==> config.mk <==
export PLATFORM = sky130hd
export DESIGN_NAME = priority_scanner_flat
export DESIGN_NICKNAME = d
export VERILOG_FILES = /design/src/rtl/priority_scanner_if.sv /design/src/rtl/priority_scanner.sv /design/src/flat_wrapper.sv
export SDC_FILE = /design/constraint.sdc
export NUM_CORES = 1
export LEC_CHECK = 0
export ABC_CLOCK_PERIOD_IN_PS = 5500
export CAP_MARGIN = 20
export CORE_ASPECT_RATIO = 0.8
export CORE_MARGIN = 1
export CORE_UTILIZATION = 49
export CTS_CLUSTER_DIAMETER = 80
export DETAILED_ROUTE_END_ITERATION = 6
export HOLD_SLACK_MARGIN = 0.05
export PLACE_DENSITY = 0.84
export SLEW_MARGIN = 10
export SYNTH_ARGS = -nofsm -noshare
export SYNTH_HDL_FRONTEND = slang
export SYNTH_SLANG_ARGS = --single-unit
==> constraint.sdc <==
create_clock -name clk -period 5.5 [get_ports clk]
set_input_delay 0.825 -clock clk [delete_from_list [all_inputs] [get_ports clk]]
set_output_delay 0.825 -clock clk [all_outputs]
set_load 0.01 [all_outputs]
==> src/rtl/priority_scanner_if.sv <==
// rtl/priority_scanner_if.sv - load/scan handshake bundle for priority_scanner
interface priority_scanner_if;
    logic        load;
    logic [15:0] req;
    logic [3:0]  pos;
    logic        pos_valid;
    logic        pos_ready;
    logic        busy;
    logic        done;
    logic [15:0] pending;
    logic [4:0]  issued;

    modport master (
        output load, req, pos_ready,
        input  pos, pos_valid, busy, done, pending, issued
    );

    modport slave (
        input  load, req, pos_ready,
        output pos, pos_valid, busy, done, pending, issued
    );
endinterface

==> src/rtl/priority_scanner.sv <==
// rtl/priority_scanner.sv - issues set bits of a captured request vector, highest first
module priority_scanner (
    input  logic                clk,
    input  logic                rst_n,
    priority_scanner_if.slave   ps
);
    typedef enum logic [1:0] {
        ST_IDLE = 2'd0,
        ST_SCAN = 2'd1,
        ST_DONE = 2'd2
    } state_t;

    state_t      state;
    state_t      state_next;
    logic [15:0] pending_q;
    logic [15:0] pending_next;
    logic [4:0]  issued_q;
    logic [4:0]  issued_next;
    logic [3:0]  top_pos;

    // pending is never zero while scanning, so top_pos is always a real bit there
    always_comb begin
        top_pos = 4'd0;
        for (int i = 0; i < 16; i++) begin
            if (pending_q[i]) begin
                top_pos = 4'(i);
            end
        end
    end

    always_ff @(posedge clk or negedge rst_n) begin
        if (!rst_n) begin
            state <= ST_IDLE;
        end else begin
            state <= state_next;
        end
    end

    always_comb begin
        state_next   = state;
        pending_next = pending_q;
        issued_next  = issued_q;
        case (state)
            ST_IDLE: begin
                if (ps.load) begin
                    pending_next = ps.req;
                    issued_next  = 5'd0;
                    state_next   = (ps.req != 16'd0) ? ST_SCAN : ST_DONE;
                end
            end
            ST_SCAN: begin
                if (ps.pos_ready) begin
                    pending_next = pending_q & ~(16'd1 << top_pos);
                    issued_next  = issued_q + 5'd1;
                    if (pending_next == 16'd0) begin
                        state_next = ST_DONE;
                    end
                end
            end
            ST_DONE: begin
                state_next = ST_IDLE;
            end
            default: begin
                state_next = ST_IDLE;
            end
        endcase
    end

    always_ff @(posedge clk or negedge rst_n) begin
        if (!rst_n) begin
            pending_q <= 16'd0;
            issued_q  <= 5'd0;
        end else begin
            pending_q <= pending_next;
            issued_q  <= issued_next;
        end
    end

    assign ps.pos_valid = (state == ST_SCAN);
    assign ps.pos       = (state == ST_SCAN) ? top_pos : 4'd0;
    assign ps.busy      = (state != ST_IDLE);
    assign ps.done      = (state == ST_DONE);
    assign ps.pending   = pending_q;
    assign ps.issued    = issued_q;
endmodule

==> src/flat_wrapper.sv <==
// flat-port wrapper written by rule: the top's interface ports become plain ports
module priority_scanner_flat 
  (clk, rst_n, ps_load, ps_req, ps_pos_ready, ps_pos, ps_pos_valid, ps_busy, ps_done, ps_pending, ps_issued);
  priority_scanner_if ps_i ();
  input  logic clk;
  input  logic rst_n;
  input wire logic [$bits(ps_i.load)-1:0] ps_load;
  input wire logic [$bits(ps_i.req)-1:0] ps_req;
  input wire logic [$bits(ps_i.pos_ready)-1:0] ps_pos_ready;
  output wire logic [$bits(ps_i.pos)-1:0] ps_pos;
  output wire logic [$bits(ps_i.pos_valid)-1:0] ps_pos_valid;
  output wire logic [$bits(ps_i.busy)-1:0] ps_busy;
  output wire logic [$bits(ps_i.done)-1:0] ps_done;
  output wire logic [$bits(ps_i.pending)-1:0] ps_pending;
  output wire logic [$bits(ps_i.issued)-1:0] ps_issued;
  assign ps_i.load = ps_load;
  assign ps_i.req = ps_req;
  assign ps_i.pos_ready = ps_pos_ready;
  assign ps_pos = ps_i.pos;
  assign ps_pos_valid = ps_i.pos_valid;
  assign ps_busy = ps_i.busy;
  assign ps_done = ps_i.done;
  assign ps_pending = ps_i.pending;
  assign ps_issued = ps_i.issued;
  priority_scanner u_core (.clk(clk), .rst_n(rst_n), .ps(ps_i));
endmodule
## After elaboration in Yosys (flattened, before gate mapping)

Index checks and enable logic that the tools add are counted.

| storage, ports and cells | value |
|---|---|
| bits in registers | 23 |
| input bits | 20 |
| output and inout port bits | 28 |
| word-level logic and storage cells | 46 |

| cells by class | value |
|---|---|
| add/sub/neg operators | 1 |
| equality and inequality tests | 5 |
| shifts and indexed selects | 1 |
| multiplexer cells | 27 |
| bitwise gates (word level) | 2 |
| reductions and logical operators | 7 |

Operators with widths:

| kind | number |
|---|---|
| $mux 4 | 15 |
| $mux 16 | 2 |
| $pmux 16 s2 | 1 |
| $and 16x16->16 | 1 |
| $logic_not 16->1 | 1 |
| $not 16->16 | 1 |
| $reduce_bool 16->1 | 1 |
| $shl 1x4->16 const A | 1 |
| $mux 5 | 2 |
| $pmux 5 s2 | 1 |
| $mux 2 | 4 |
| $reduce_and 3->1 | 2 |
| $add 5x1->5 const B | 1 |
| $ne 2x2->1 const B | 2 |
| $pmux 2 s2 | 1 |
| $reduce_bool 2->1 | 2 |
| $eq 2x1->1 const B | 1 |
| $eq 2x2->1 const B | 1 |
| $logic_not 2->1 | 1 |
| $ne 2x1->1 const B | 1 |
| $mux 1 | 1 |

## Longest topological paths before layout

| depth | value |
|---|---|
| depth after elaboration | 22 |
| depth in mapped cells | 9 |
| depth with buffers taken out | 7 |

## Worst setup path after synthesis

Ideal clock, no wire load.

| path | value |
|---|---|
| path type | register -> output |
| from | register u_core.pending_q[6] (netlist: u_core.ps.pending[6]) |
| to | output port ps_pos[0] |
| arrival time | 1530 ps |
| required time | 4675 ps |
| path slack | 3145 ps |
| stages on the path, launching flop included | 7 |
| buffers on the path | 0 |
| cells stage by stage | dfrtp_1 nand2b_1 a21oi_1 o31a_1 o21bai_2 a21o_1 a21oi_1 |

| between the ends | value |
|---|---|
| longest elaborated chain between the ends | 11 |

RTL lines:

| item | line | source |
|---|---|---|
| from (decl) | priority_scanner.sv:15 | `logic [15:0] pending_q;` |
| from (signal assigned) | priority_scanner.sv:74 | `pending_q <= pending_next;` |
| $mux 4 (10 in series) | priority_scanner.sv:25 | `if (pending_q[i]) begin` |
| $mux 4 | priority_scanner.sv:80 | `assign ps.pos = (state == ST_SCAN) ? top_pos : 4'd0;` |
| to (decl) | flat_wrapper.sv:10 | `output wire logic [$bits(ps_i.pos)-1:0] ps_pos;` |

No other way between the ends.

## Worst setup path after layout

Same ends and word-level chain as after synthesis.

==> metrics.md <==
| Metric | Value |
|---|---|
| Status | completed |
| Vias | 1658 |
| Final Skew | about 0.0044 ns |
| Number of library cell types mapped by synthesis | 44 |
| Multiplexer area fraction after synthesis | 0 |
| Setup violators final | 0 |
| Sw Share | 0.450 |
| Adder-cell area share of the yosys netlist | 0.00848 |
| I/O pins | between 40 and 50 |
| Net Switching | around 500 µW |
| CP dominant cell by count | a21oi_1 |
| Final HPWL DP | approximately 3500 µm |
| Power density cells | around 540 mW/mm² |
| RSZ-0062 raised after global routing | false |
| Critical path launch point type | flip-flop |
| I/O Buffers | 47 |
| Crit path largest cell delay | 0.56 ns |
| CP cell instances | nand2b_1 -> a21oi_1 -> o31a_1 -> o21bai_2 -> a21o_1 -> a21oi_1 -> clkdlybuf4s50_1 |
| Final Power | approximately 1.1 mW |
| # rows | 17 |
| Share of cells above drive strength 1 | 0.0664 |
| Detail Route Antenna Nets | 0 |
| CTS H-tree depth | 1 |
| Sequential area share after synthesis | 0.390 |
| Pre-CTS setup slack | 2.56 ns |
| Drt pass-1 iters | 4 |
| Slew @ Worst Pin | 0.719 ns |
| Mapped Cells | 179 |
| Critical Path Fanout Max | 7 |
| Rel. slew slack | 0.520 |
| Core area | between 0.002 and 0.003 mm² |
| CTS tree | built |
| Setup TNS | 0 ns |
| Detail-routed via count per cell | between 6 and 7 |
| Clk buf depth | 2 |
| Diodes inserted | 0 |
| Drt first-iter violations | approximately 160 |
| WL final | roughly 4800 µm |
| CTS buffer count | 3 |
| Largest net degree at the start of global routing | 24 |
| Cell type with the largest total area after synthesis | dfrtp_1 |
| Mean Syn Cell Area | a little over 8 µm² |
| Combinational share of power | 0.605 |
| Root buf cell | clkbuf_8 |
| Min-delay worst type | reg2reg |
| Clock sink count | 23 |
| CTS Hold Bufs | 0 |
| Worst VDD drop | about 0.26 mV |
| Synthesized flop and latch total | 23 |
| Slowest cell on crit path | clkdlybuf4s50_1 |
| Initial Util | 0.525 |
| Nets | approximately 250 |
| Clock latency on the worst-skew pair | roughly 0.27 ns |
| Routed len/inst | ~18 µm |
| Die span in x | 63.3 µm |
| Global-route wire length before repair | 7720 µm |
| Critical Path AT | about 2.5 ns |
| Critical path type | reg2out |
| Dominant cells by area after synthesis | dfrtp_1 (39%), nor2_1 (6.6%), o21ai_0 (5.1%), nand2_1 (4.1%), a21oi_1 (3.7%) |
| Worst setup EP type | output port |
| Reg clk slew, reported paths | around 0.090 ns |
| Part of the power in registers | 0.294 |
| Final Worst Setup Slack | ~2.2 ns |
| Clk pwr share | 0.101 |
| Post-Synth XOR/XNOR Area | 0.0178 |
| Primary FF master, synth | dfrtp_1 |
| Internal power | between 600 and 700 µW |
| Max-slew violation count | 0 |
| Worst EP required | 4.68 ns |
| Antenna violations before repair | 0 |
| Final Hold Fails | 0 |
| Gr ovfl total | 0 |
| Fin crit period | about 3.3 ns |
| Routability cong. | approximately 0.9 |
| Total die area | approximately 0.0032 mm² |
| Post-Syn Area | 0.00148 mm² |
| Largest family of logic cells by synthesized area | compound AO/OA/AOI/OAI gates |
| Synth Area in Compound Gates | 0.313 |
| Number of synthesized flops with an enable pin | 0 |
| Post-CTS Resized | 0 |
| Post-Syn Nets | 200 |
| Setup repair bufs after CTS | 0 |
| Area Growth Syn to Fin | 38.4% |
| Synth top area share | 0.390 |
| Crit share post-route | 0.602 |
| Vias in the first global route | around 1600 |
| Max_cap viols | 0 |
| Fmax | between 300 and 400 MHz |
| Die height | just over 50 µm |
| Leak pwr | approximately 0.85 nW |
| Drc violations | 0 |
| Post-synth ARST share | 1.00 |
| Post-synthesis simple-gate area fraction | 0.232 |
| Tot GR Track Use | 0.314 |
| Ys Warns | 0 |
-- flip-flops by register name, summed over array words and instances, names as in the netlist --
signal,count
u_core.ps.issued,5
u_core.ps.pending,16
u_core.state,2
-- path summary, 6_finish.rpt --
kind                                             from                   end  slack [ns]  cells past startpoint
max in group asynchronous                       rst_n       u_core.state[0]        4.18                      2
worst min register to register   u_core.ps.pending[0]  u_core.ps.pending[0]        0.52                      2
worst max register to register  u_core.ps.pending[11]       u_core.state[1]        2.97                      7
worst max-delay path             u_core.ps.pending[6]             ps_pos[0]        2.19                      7
worst min-delay path             u_core.ps.pending[0]  u_core.ps.pending[0]        0.52                      2
min in group asynchronous                       rst_n  u_core.ps.pending[7]        0.86                      1
-- synthesized netlist by cell type, types with 2 or more instances --
cell      number
inv_1          8
o21a_1         3
a21oi_1       11
o31a_1         2
nor2_1        26
nor4_1         6
a22o_1         3
o31ai_1        3
dfrtp_1       23
o21ai_0       15
nor3_1         3
clkbuf_1       6
o21ai_1       10
nand2b_1       2
xor2_1         3
a31oi_1        3
nor2b_1        2
a21o_1         4
nand4_1        4
o211ai_1       2
nand2_1       16
o22ai_1        2
-- stage by stage --
stage	std cells	area, µm²	util	hold WS, ns
2_1_floorplan	179	1480	-	0.529
3_3_place_gp	258	1970	0.702	0.503
3_5_place_dp	258	1970	0.702	0.505
4_1_cts	262	2020	0.719	0.530
5_1_grt	264	2040	0.727	0.578
6_report	264	2040	0.727	0.525
-- cells in the final DEF, fill, tap and decap left out, types with 2 or more instances in the layout --
cell             netlist  routed
clkdlybuf4s50_1        0      47
nor2_1                26      26
dfrtp_1               23      23
nand2_1               16      16
o21ai_0               15      15
a21oi_1               11      11
o21ai_1               10      10
inv_1                  8       8
nor4_1                 6       6
a21o_1                 4       4
nand4_1                4       4
o21a_1                 3       3
nor3_1                 3       3
a31oi_1                3       3
a22o_1                 3       3
o31ai_1                3       3
xor2_1                 3       3
clkbuf_8               0       3
nand2b_1               2       2
o31a_1                 2       2
nor2b_1                2       2
o211ai_1               2       2
o22ai_1                2       2
-- power groups by stage --
| stage | sequential (mW) | clock, mW | combinational (mW) |
|---|---|---|---|
| floorplan | 0.318 | 0 | 0.363 |
| global placement | 0.318 | 0 | 0.652 |
| detailed placement | 0.322 | 0 | 0.647 |
| CTS | 0.320 | 0.113 | 0.654 |
| global route | 0.334 | 0.119 | 0.718 |
| finish | 0.323 | 0.112 | 0.666 |
-- metal layers --
| metal | GRT usage | routed length (µm) |
|---|---|---|
| met3 | 0.0714 | 396 |
| met4 | 0.0985 | 76 |
| met2 | 0.504 | 2290 |
| met1 | 0.423 | 2020 |
| met5 | 0 | 0 |
-- worst max-delay path: cells and delay by family, from the launching register on --
| family | cells | cell delay [ns] |
|---|---|---|
| compound gates | 5 | 1.01 |
| buf+inv | 1 | 0.56 |
| flops | 1 | 0.46 |
| simple gates | 1 | 0.17 |
-- final cells by class --
type                    count  area [µm²]
inverters                   9        33.8
multi-input cells         141         843
flip-flops and latches     23         576
well taps                  38        47.5
fillers                   227         766
clock buffers               3        41.3
clock inverters             1        7.51
repair buffers             49         493
-- cells by family after synthesis --
kind of cell | count (synthesis)
AOI/OAI and AO/OA | 70
xor gates and xnor gates | 3
adders and majority gates | 1
buffers and inverters | 15
DFF | 23
and+or+nand+nor | 67
No activity file was read; power rests on OpenSTA's default activity.
